**src/rtl/rf_sched_pkg.sv**
```systemverilog
// Shared widths and state type for the register file writeback scheduler.
package rf_sched_pkg;
    localparam int REG_W  = 5;
    localparam int DATA_W = 32;
    localparam int NREGS  = 32;

    typedef enum logic {INIT, RUN} schedState_t;
endpackage

```
**src/rtl/rr_arbiter.sv**
```systemverilog
// Combinational round-robin arbiter: one-hot grant, priority starting at ptr.
module rr_arbiter #(
    parameter int NREQ = 2,
    parameter int PW   = $clog2(NREQ)
) (
    input  logic [NREQ-1:0] req,
    input  logic [PW-1:0]   ptr,
    output logic [NREQ-1:0] grant
);
    logic [PW-1:0] idx;

    // Walk from lowest to highest priority so the last hit is the winner.
    always_comb begin
        grant = '0;
        idx   = '0;
        for (int i = NREQ - 1; i >= 0; i--) begin
            idx = PW'((int'(ptr) + i) % NREQ);
            if (req[idx]) begin
                grant      = '0;
                grant[idx] = 1'b1;
            end
        end
    end
endmodule

```
**src/rtl/regfile_wb_scheduler.sv**
```systemverilog
// Owns the register file write port: zero sweep after reset, then round-robin
// writeback arbitration plus a busy scoreboard for read hazard detection.
module regfile_wb_scheduler
    import rf_sched_pkg::*;
#(
    parameter int NREQ = 2
) (
    input  logic                     clk,
    input  logic                     rst,
    input  logic [NREQ-1:0]          req_valid,
    output logic [NREQ-1:0]          req_ready,
    input  logic [REG_W*NREQ-1:0]    req_reg,
    input  logic [DATA_W*NREQ-1:0]   req_data,
    input  logic                     rsv_valid,
    input  logic [REG_W-1:0]         rsv_reg,
    input  logic [REG_W-1:0]         ReadReg1,
    input  logic [REG_W-1:0]         ReadReg2,
    output logic                     hazard1,
    output logic                     hazard2,
    output logic                     RegWrite,
    output logic [REG_W-1:0]         WriteReg,
    output logic [DATA_W-1:0]        WriteData,
    output logic                     init_done
);
    localparam int PW = $clog2(NREQ);

    schedState_t       state;
    logic [REG_W-1:0]  cnt;
    logic [NREGS-1:0]  busy;
    logic [NREGS-1:0]  busyNext;
    logic [PW-1:0]     ptr;
    logic [PW-1:0]     nextPtr;
    logic [NREQ-1:0]   grant;
    logic [REG_W-1:0]  selReg;
    logic [DATA_W-1:0] selData;
    logic              running;

    assign running = (state == RUN);

    rr_arbiter #(.NREQ(NREQ), .PW(PW)) arb (
        .req   (req_valid & {NREQ{running}}),
        .ptr   (ptr),
        .grant (grant)
    );

    assign req_ready = grant;
    assign hazard1   = running & busy[ReadReg1];
    assign hazard2   = running & busy[ReadReg2];

    always_comb begin
        selReg  = '0;
        selData = '0;
        nextPtr = ptr;
        for (int j = 0; j < NREQ; j++) begin
            if (grant[j]) begin
                selReg  = req_reg[REG_W*j +: REG_W];
                selData = req_data[DATA_W*j +: DATA_W];
                nextPtr = PW'((j + 1) % NREQ);
            end
        end
    end

    // Commit clears first so a same-edge reservation of that register wins.
    always_comb begin
        busyNext = busy;
        if (RegWrite)
            busyNext[WriteReg] = 1'b0;
        if (running && rsv_valid && (rsv_reg != '0))
            busyNext[rsv_reg] = 1'b1;
    end

    always_ff @(posedge clk or negedge rst) begin
        if (!rst) begin
            state     <= INIT;
            cnt       <= '0;
            RegWrite  <= 1'b0;
            WriteReg  <= '0;
            WriteData <= '0;
            init_done <= 1'b0;
            busy      <= '0;
            ptr       <= '0;
        end else begin
            busy <= busyNext;
            case (state)
                INIT: begin
                    RegWrite  <= 1'b1;
                    WriteReg  <= cnt;
                    WriteData <= '0;
                    cnt       <= cnt + 1'b1;
                    if (cnt == REG_W'(NREGS - 1)) begin
                        state     <= RUN;
                        init_done <= 1'b1;
                    end
                end
                RUN: begin
                    // Register 0 requests are accepted but never reach the file.
                    RegWrite <= (|grant) && (selReg != '0);
                    if (|grant) begin
                        WriteReg  <= selReg;
                        WriteData <= selData;
                        ptr       <= nextPtr;
                    end
                end
            endcase
        end
    end
endmodule

```
**config.mk**
```make
export PLATFORM = sky130hd
export DESIGN_NAME = regfile_wb_scheduler
export DESIGN_NICKNAME = d
export VERILOG_FILES = /design/src/rtl/rf_sched_pkg.sv /design/src/rtl/rr_arbiter.sv /design/src/rtl/regfile_wb_scheduler.sv
export SDC_FILE = /design/constraint.sdc
export NUM_CORES = 1
export LEC_CHECK = 0
export ABC_CLOCK_PERIOD_IN_PS = 3400
export BUFFER_PORTS_ARGS = -buffer_cell sky130_fd_sc_hd__buf_2
export CAP_MARGIN = 40
export CORE_UTILIZATION = 45
export DETAILED_ROUTE_END_ITERATION = 10
export PLACE_DENSITY = 0.72
export SKIP_LAST_GASP = 1
export SYNTH_ARGS = -nofsm -noshare
export SYNTH_HDL_FRONTEND = slang
export SYNTH_HIERARCHICAL = 1
export SYNTH_SLANG_ARGS = --single-unit
```
**constraint.sdc**
```tcl
create_clock -name clk -period 3.4 [get_ports clk]
set_clock_uncertainty 0.2 [all_clocks]
set_input_delay 0.34 -clock clk [delete_from_list [all_inputs] [get_ports clk]]
set_output_delay 0.34 -clock clk [all_outputs]
set_load 0.02 [all_outputs]
```
==> results.toml <==
[yosys]
yosys.area_share.simple_pct = 12.88
async_flop_share_pct = 100.0
ys_warn_count = 6
synth_area_mm2 = 0.004119
yosys.area.top_type_share_pct = 47.39
syn_avg_cell_area_um2 = 10.02
synth_seq_area_share_pct = 47.39
synth_adder_area_share_pct = 0.6075
ys_ff_latch = 78
muxShareOfSynthArea_pct = 18.50
syn_nets = 507
synth.area.top_cells = "dfrtp_1 (47%), mux2i_1 (8.7%), o21ai_0 (7.5%)"
synth_cell_types = 43
synth-xor-area-share_pct = 0.6379
synth_top_family_by_area = "multiplexers"
synth_edf_count = 0
syn_inst = 411
synth_flop_cell = "dfrtp_1"
synth_compound_gate_area_share_pct = 16.68
yosysTopAreaCell = "dfrtp_1"

[placed_design]
gp_congestion = 0.8756
hpwlAfterDp_um = 8073
pre_cts_slack_ps = 1006
place_area_mm2 = 0.004930
io_buffer_count = 136

[route]
vias_per_cell = 5.690
dr_total_vias = 3710
wire_per_inst_um = 16.70
dr.pass1.iters = 8
detail-route-antenna-nets = 0
drc = 10
totalWireLength_um = 10890
drtIter0Drc = 169

[floorplan]
start_util_pct = 46.77
die_w_um = 97.67
core_mm2 = 0.008806
rows = 34
chipHeight_um = 97.67
ioPinCount = 137
fp.dieArea_mm2 = 0.009539

[clock_network]
h-tree-depth = 3
cts_sinks = 78
cts_tree = "built"
clockBufferDepth = 2
clk_latency_ps = 340
clock-root-buffer = "clkbuf_8"
post_cts_buffers = 0
clk_pin_slew_worst_paths_ps = 80
cts_resized = 0
cts_buffers = 9

[cells_and_area]
nFillCells = 790
diodes = 0
layout_commonest_cell = "buf_2"
final_cell_mix = "buf_2 (136), dfrtp_1 (78), nor2_1 (74), o21ai_0 (62), a21oi_1 (42)"
drive_gt1_share_pct = 33.64
syn_to_final_growth_pct = 25.33
final_nets = 635
final_cell_area_mm2 = 0.005162

[timing]
setup_ws_ps = 867.0
hold_viol = 0
finalSetupTns_ps = 0
relSlewSlack_pct = 67.74
fin_crit_ps = 2533
slew_violations = 0
min_period_over_period_pct = 74.50
grt_setup_unrepaired = "no"
finalSetupViolCount = 0
worst_slew_pin_slew_ps = 483.9
fmax_mhz = 394.8

[global_route]
grt_overflow = 0
grt_max_degree = 73
antenna_found_initial = 0
grt_pass1_vias = 3714
grt_use_total_pct = 24.16
grt_pass1_wl_um = 18240

[worst_setup_path]
critPathSlowestCell = "mux4_1"
path_cells = "mux4_1 > mux2_2 > o311a_1 > buf_2"
timing.rr.start = "running$_DFF_PN0_"
reg2reg_depth = 7
cp_top_family = "multiplexers"
critPathArrivalTime_ps = 1990
regToRegSetupSlack_ps = 1200
cp.buffers_inverters = 1
r2r-end = "WriteReg[0]$_DFFE_PN0P_"
critPathMaxFanout = 3
critPathKind = "flip-flop to output port"
critPathMaxStageDelay_ps = 500
worst_setup_path_start_kind = "flip-flop"
worst_ep_required_time_ps = 2860
cp-end-kind = "output port"

[worst_hold_path]
min_path_type = "input port to flip-flop"
hold_depth = 2
hold_start = "rsv_reg[1]"
hold_end = "busy[4]$_DFF_PN0_"

[status]
outcome = "finished, violations left"
violations = "DRC"

[run]
drv_cap = 0

[pwr]
powerDensity_mw_per_mm2 = 508.5
power_leakage_nw = 2.518
irDropWorstVdd_mv = 0.2866
-- per-layer routing --
layer  global-route usage [%]  vias to the layer above  wire length (µm)
met5                        0                        -                 0
met4                    9.441                        0               181
met3                    4.964                       18               733
met2                    39.66                      147              5339
met1                    31.43                     1804              4637
li1                         -                     1741                 -
-- layout make-up --
| type | instances | area [µm²] | share of cell area [%] |
|---|---|---|---|
| Timing Repair Buffer | 144 | 780.7 | 15.12 |
| Multi-Input combinational cell | 301 | 2053 | 39.77 |
| Sequential cell | 78 | 1952 | 37.81 |
| Clock buffer | 10 | 137.6 | 2.666 |
| Tap cell | 108 | 135.1 | 2.618 |
| Inverter | 5 | 18.77 | 0.3635 |
| Clock inverter | 6 | 85.08 | 1.648 |
-- how the worst max path moves through the flow --
| stage | from | end | slack [ps] | depth (start not counted) |
|---|---|---|---|---|
| detailed placement | ReadReg1[0] | hazard1 | 1010 | 5 |
| global placement | ReadReg1[0] | hazard1 | 1040 | 5 |
| global route | busy[2]$_DFF_PN0_ | hazard2 | 800 | 5 |
| finish | busy[1]$_DFF_PN0_ | hazard1 | 870 | 4 |
| CTS | busy[1]$_DFF_PN0_ | hazard1 | 850 | 4 |
| floorplan | running$_DFF_PN0_ | WriteData[29]$_DFFE_PN0P_ | 480 | 10 |
-- flip-flops by register name, indices dropped and copies added (netlist names) --
name       cells
busy          32
running        1
RegWrite       1
cnt            5
WriteReg       5
WriteData     32
ptr            1
init_done      1
-- worst register-to-register path, delay by kind of cell (launching register included) --
| family | cells | cell delay, ps |
|---|---|---|
| AO/OA/AOI/OAI | 4 | 680 |
| AND/OR/NAND/NOR | 2 | 580 |
| flip-flops | 1 | 410 |
| buffers and inverters | 1 | 260 |
-- cells in the mapped netlist, drive strengths merged, types with 3 or more instances --
master	number
dfrtp	78
nor2	74
o21ai	62
a21oi	42
mux2i	36
clkbuf	15
mux4	14
buf	12
nand2	11
nand3b	9
mux2	6
inv	5
nand3	5
a22o	4
or3b	4
a31oi	3
xnor2	3
-- report_power, final --
group | internal, mW | switching [mW] | total, mW
Combinational | 0.293 | 0.387 | 0.679
Sequential | 1.06 | 0.112 | 1.17
Clock | 0.431 | 0.342 | 0.773
-- cell families (layout without fill, tap and decap cells) --
family                   count (synthesis)  after routing
flip-flops                              78             78
XOR/XNOR                                 3              3
AO/OA/AOI/OAI                          124            124
AND/OR/NAND/NOR                        116            116
adder cells (fa/ha/maj)                  2              2
buffers and inverters                   32            165
multiplexers                            56             56
-- repair_timing --
item | 4_1_cts | 5_1_grt
hold buffers | 1 | 0
endpoints found under the setup margin | 0 | 0
endpoints found under the hold margin | 18 | 0
-- metrics by stage --
step / power, mW / util (%) / hold WS, ps / cells
global route: 2.767 / 58.62 / 22.57 / 652
finish: 2.625 / 58.62 / 16.19 / 652
floorplan: 1.595 / - / -155.6 / 411
global placement: 1.843 / 55.75 / 243.1 / 634
CTS: 2.644 / 58.62 / 1.587 / 652
detailed placement: 1.870 / 55.98 / 125.3 / 635
No activity file was read; power rests on OpenSTA's default activity.
